<file path="src/rtl/apple1_dma_arbiter.sv">
// rtl/apple1_dma_arbiter.sv - Apple-1 bus arbiter: steals CPU cycles via RDY for host DMA accesses.
// Optional stolen-cycle counter built when ARB_STATS_EN is defined.
module apple1_dma_arbiter #(
  parameter int AW        = 16,
  parameter int DW        = 8,
  parameter int MAX_BURST = 16,
  parameter int MIN_CPU   = 4
) (
  input  logic          clk,
  input  logic          reset,
  input  logic [AW-1:0] cpu_ab,
  input  logic [DW-1:0] cpu_do,
  input  logic          cpu_we,
  input  logic          rdy_in,
  output logic          cpu_rdy,
  input  logic          host_req,
  input  logic          host_we,
  input  logic [AW-1:0] host_addr,
  input  logic [DW-1:0] host_wdata,
  output logic          host_gnt,
  output logic          host_rvalid,
  output logic [DW-1:0] host_rdata,
  output logic [AW-1:0] mem_addr,
  output logic [DW-1:0] mem_wdata,
  output logic          mem_we,
  input  logic [DW-1:0] mem_rdata,
`ifdef ARB_STATS_EN
  input  logic          stats_clr,
  output logic [15:0]   stolen_cycles,
`endif
  output logic          dma_active
);

  localparam int BW = $clog2(MAX_BURST + 1);
  localparam int GW = (MIN_CPU > 0) ? $clog2(MIN_CPU + 1) : 1;
  localparam logic [BW-1:0] BURST_LAST = BW'(MAX_BURST - 1);
  localparam logic [GW-1:0] GAP_LOAD   = GW'(MIN_CPU);

  typedef enum logic [1:0] {IDLE, STALL, GRANT, RESTORE} state_t;

  state_t        state, state_n;
  logic          stall;
  logic          host_sel;
  logic [BW-1:0] burst_cnt;
  logic [GW-1:0] gap_cnt;
  logic [DW-1:0] rdata_q;

  always_ff @(posedge clk or posedge reset) begin
    if (reset) state <= IDLE;
    else       state <= state_n;
  end

  always_comb begin
    state_n  = state;
    stall    = 1'b0;
    host_sel = 1'b0;
    host_gnt = 1'b0;
    case (state)
      IDLE: begin
        if (host_req && gap_cnt == '0) state_n = STALL;
      end
      STALL: begin
        stall   = 1'b1;
        state_n = GRANT;
      end
      GRANT: begin
        stall    = 1'b1;
        host_sel = 1'b1;
        host_gnt = host_req;
        // Release on an idle grant cycle or once this access fills the burst
        if (!host_req || burst_cnt == BURST_LAST) state_n = RESTORE;
      end
      RESTORE: begin
        stall   = 1'b1;
        state_n = IDLE;
      end
      default: state_n = IDLE;
    endcase
  end

  assign cpu_rdy    = rdy_in & ~stall;
  assign dma_active = (state != IDLE);
  assign mem_addr   = host_sel ? host_addr  : cpu_ab;
  assign mem_wdata  = host_sel ? host_wdata : cpu_do;
  assign mem_we     = host_sel ? (host_req & host_we) : cpu_we;

  always_ff @(posedge clk or posedge reset) begin
    if (reset) begin
      burst_cnt <= '0;
      gap_cnt   <= '0;
    end else begin
      if (state == RESTORE)  burst_cnt <= '0;
      else if (host_gnt)     burst_cnt <= burst_cnt + 1'b1;
      if (state == RESTORE)                    gap_cnt <= GAP_LOAD;
      else if (state == IDLE && gap_cnt != '0) gap_cnt <= gap_cnt - 1'b1;
    end
  end

  // Memory returns data the cycle after the address; hold it once rvalid drops
  always_ff @(posedge clk or posedge reset) begin
    if (reset) begin
      host_rvalid <= 1'b0;
      rdata_q     <= '0;
    end else begin
      host_rvalid <= host_gnt & ~host_we;
      if (host_rvalid) rdata_q <= mem_rdata;
    end
  end

  assign host_rdata = host_rvalid ? mem_rdata : rdata_q;

`ifdef ARB_STATS_EN
  logic [15:0] stolen_q;

  always_ff @(posedge clk or posedge reset) begin
    if (reset)                             stolen_q <= '0;
    else if (stats_clr)                    stolen_q <= '0;
    else if (stall && stolen_q != 16'hFFFF) stolen_q <= stolen_q + 16'd1;
  end

  assign stolen_cycles = stolen_q;
`endif

endmodule

</file>
<file path="config.mk">
export PLATFORM = sky130hd
export DESIGN_NAME = apple1_dma_arbiter
export DESIGN_NICKNAME = d
export VERILOG_FILES = /design/src/rtl/apple1_dma_arbiter.sv
export SDC_FILE = /design/constraint.sdc
export NUM_CORES = 1
export LEC_CHECK = 0
export BUFFER_PORTS_ARGS = -buffer_cell sky130_fd_sc_hd__buf_4
export CORE_MARGIN = 2
export CORE_UTILIZATION = 42
export CTS_CLUSTER_DIAMETER = 30
export DETAILED_ROUTE_END_ITERATION = 12
export PLACE_DENSITY = 0.88
export SYNTH_ARGS = -nofsm -noshare
export SYNTH_HDL_FRONTEND = slang
export SYNTH_SLANG_ARGS = --single-unit
</file>
<file path="constraint.sdc">
create_clock -name clk -period 4 [get_ports clk]
set_clock_uncertainty 0.15 [all_clocks]
set_input_delay 0.4 -clock clk [delete_from_list [all_inputs] [get_ports clk]]
set_output_delay 0.4 -clock clk [all_outputs]
set_load 0.05 [all_outputs]
</file>
==> metrics.yaml <==
final_layout:
  area_delta_synth_final_pct: 64.4
  fin_nets: 278
  multi_input_area_um2: 671
  n_antenna_cell: 0
  seqCellArea_um2: 475
  drive_gt1_share_pct: 66.2
  nFillCells: 208
timing:
  finalSetupTns_ns: 0
  clock.fmax_ghz: 0.389
  timing_hold_violations_final: 0
  worst_pin_slew_ns: 0.698
  slew_viol_final: 0
  setup_violations: 0
  layout_min_cycle_time_ns: 2.57
  max_slew_margin_pct: 53.4
  fin_crit_sh_pct: 64.3
  rsz0062_at_grt: "false"
  layout_setup_ws_ns: 1.43
route:
  drt_first_iter_violations: 20
  ant_nets: 0
  routed_wl_um: 3650
  firstDrtPassIters: 4
  routed_via_density: 4.94
  drc: 0
  wire_per_inst_um: 15.4
  vias: 1175
clock_network:
  cts_root_buffer: "clkbuf_4"
  cts.sinks: 19
  path_clk_slew_ns: 0.11
  cts_tree: "done"
  htreeDepth: 1
  clock_latency_ns: 0.29
  ctsResizeCount: 0
  cts_setup_buffers: 0
  holdBufCountCts: 0
  cts_buffer_depth: 2
  cts_made_buffers: 3
pwr:
  power_switching_uw: 882
  clockPowerShare_pct: 5.8
  share_seq_of_total_power_pct: 19.4
  switching_share_pct: 54.2
  finalPower_uw: 1630
  peakVddDrop_v: 0.000624
  leakagePower_uw: 0.00103
  internal_power_uw: 745
  pwr-share-comb_pct: 74.9
  power_density_nw_per_um2: 818
critical_path:
  r2r-start: "burst_cnt[0]$_DFFE_PP0P_"
  cp-start-kind: "flop"
  cp.required_ns: 3.45
  arrival_ns: 2.02
  reg2reg_to: "state[1]$_DFFE_PP0P_"
  r2r_cells: 5
  end_kind: "primary output"
  r2r_setup_slack_ns: 2.27
  critical_path_class: "reg -> out"
  crit_fanout: 26
floorplanning:
  chipHeight_um: 57.7
  placementRows: 19
  die_area_um2: 3330
  ios: 99
  core_um2: 2760
  die_w_um: 57.7
  start_util_pct: 43.9
placement:
  place_worst_setup_slack_ns: 1.76
  routabilityCongestion: 0.754
  dp_hpwl_um: 3100
  portBuffers: 98
synthesis:
  synth-warning-count: 0
  seq_area_frac_synth_pct: 39.3
  synth_flop_cell: "dfrtp_1"
  synth_nets: 179
  synth.area.top_cells: "dfrtp_1 (39%), mux2_2 (31%), ha_1 (8.3%)"
  muxShareOfSynthArea_pct: 30.7
  synthTopCellsByCount: "mux2_2 (33), dfrtp_1 (19), inv_1 (9)"
  async_flop_share_pct: 100
  synth_top_area_share_pct: 39.3
  synth.largest_area_cell: "dfrtp_1"
  ys_seq_elements: 19
  synth_most_common_cell: "mux2_2"
  synthXorXnorAreaFrac_pct: 1.45
  synth_compound_area_share_pct: 6.41
  synth_top_family_by_area: "multiplexers"
  synthesis.area_um2: 1210
  synth_edf_count: 0
  synthSimpleGateAreaFrac_pct: 8.58
  synth_cell_types: 23
  syn_area_per_cell_um2: 11.1
  syn_inst: 109
  synthAdderAreaFrac_pct: 8.27
status:
  outcome: "finished, final reports clean"
run:
  maxCapViolations: 0
global_route:
  grt_max_degree: 27
  grt_pass1_wl_um: 5590
  grt_usage_pct: 21.6
  antenna_found_initial: 0
  overflow: 0
  grt_pass1_vias: 1225
worst_hold_path:
  hold_path_class: "in -> async"
## logic make-up after synthesis
logic type | count (synthesis)
XOR/XNOR | 2
AO/OA/AOI/OAI | 13
AND/OR/NAND/NOR | 20
adder cells (fa/ha/maj) | 8
multiplexers | 33
flip-flops | 19
buffers and inverters | 14
## worst max-delay path, stage by stage (launching register included)
cell	delay, ns
dfrtp_1	0.42
inv_1	0.12
ha_1	0.26
buf_4	0.34
mux2_2	0.39
buf_4	0.19
## per-stage QoR
stage	util, %	hold WS [ns]	std cells	instance area [µm²]
final	72.1	0.0627	238	1990
after global routing	72.1	0.104	238	1990
after CTS	72.1	0.0763	238	1990
after detailed placement	71.1	0.337	234	1960
after global placement	71.1	0.330	234	1960
after floorplan	-	0.201	109	1210
## worst max path at each step
stage / slack, ns / depth (start not counted) / startpoint / to
6_report: 1.43 / 5 / state[0]$_DFFE_PP0P_ / mem_addr[4]
4_1_cts: 1.43 / 5 / state[0]$_DFFE_PP0P_ / mem_addr[4]
3_3_place_gp: 1.86 / 5 / state[0]$_DFFE_PP0P_ / mem_addr[10]
3_5_place_dp: 1.76 / 5 / state[0]$_DFFE_PP0P_ / mem_addr[4]
2_1_floorplan: 1.41 / 5 / state[0]$_DFFE_PP0P_ / mem_we
5_1_grt: 1.32 / 5 / state[0]$_DFFE_PP0P_ / mem_addr[4]
## power by group through the flow
stage | sequential, µW | combinational, µW | clock, µW
floorplan | 308 | 898 | 0
global placement | 311 | 1180 | 0
detailed placement | 319 | 1220 | 0
CTS | 315 | 1230 | 97.5
global route | 325 | 1280 | 104
finish | 315 | 1220 | 94.4
## layer usage
| layer | global-route usage, % | part of all wire [%] |
|---|---|---|
| met5 | 0 | 0 |
| met4 | 3.99 | 0.74 |
| met3 | 3.35 | 4.8 |
| met2 | 44.5 | 60 |
| met1 | 22.7 | 34 |
## area by class of cell
class                   instances  share of cell area (%)
flip-flops and latches         19                    23.9
clock inverters                 1                   0.252
multi-input cells              76                    33.7
well taps                      31                    1.95
repair buffers                 99                    37.4
inverters                       9                    1.70
clock buffers                   3                    1.13
## registers in the layout (all words and copies together), names as in the netlist
register,flops
burst_cnt,5
gap_cnt,3
host_rvalid,1
rdata_q,8
state,2
## layout by cell type (no fill, tap or decap), drive strengths merged
| cell | instances |
|---|---|
| inv | 9 |
| nor2b | 1 |
| a21oi | 5 |
| nor2 | 5 |
| dfrtp | 19 |
| nand2 | 6 |
| nand3b | 1 |
| or3 | 3 |
| nand3 | 2 |
| clkinv | 1 |
| and2 | 1 |
| a2bb2oi | 2 |
| o31ai | 1 |
| o21ai | 4 |
| buf | 99 |
| xor2 | 1 |
| xnor2 | 1 |
| ha | 8 |
| a211oi | 1 |
| mux2 | 33 |
| and3 | 1 |
| clkbuf | 3 |
(Power assumes the default switching activity.)
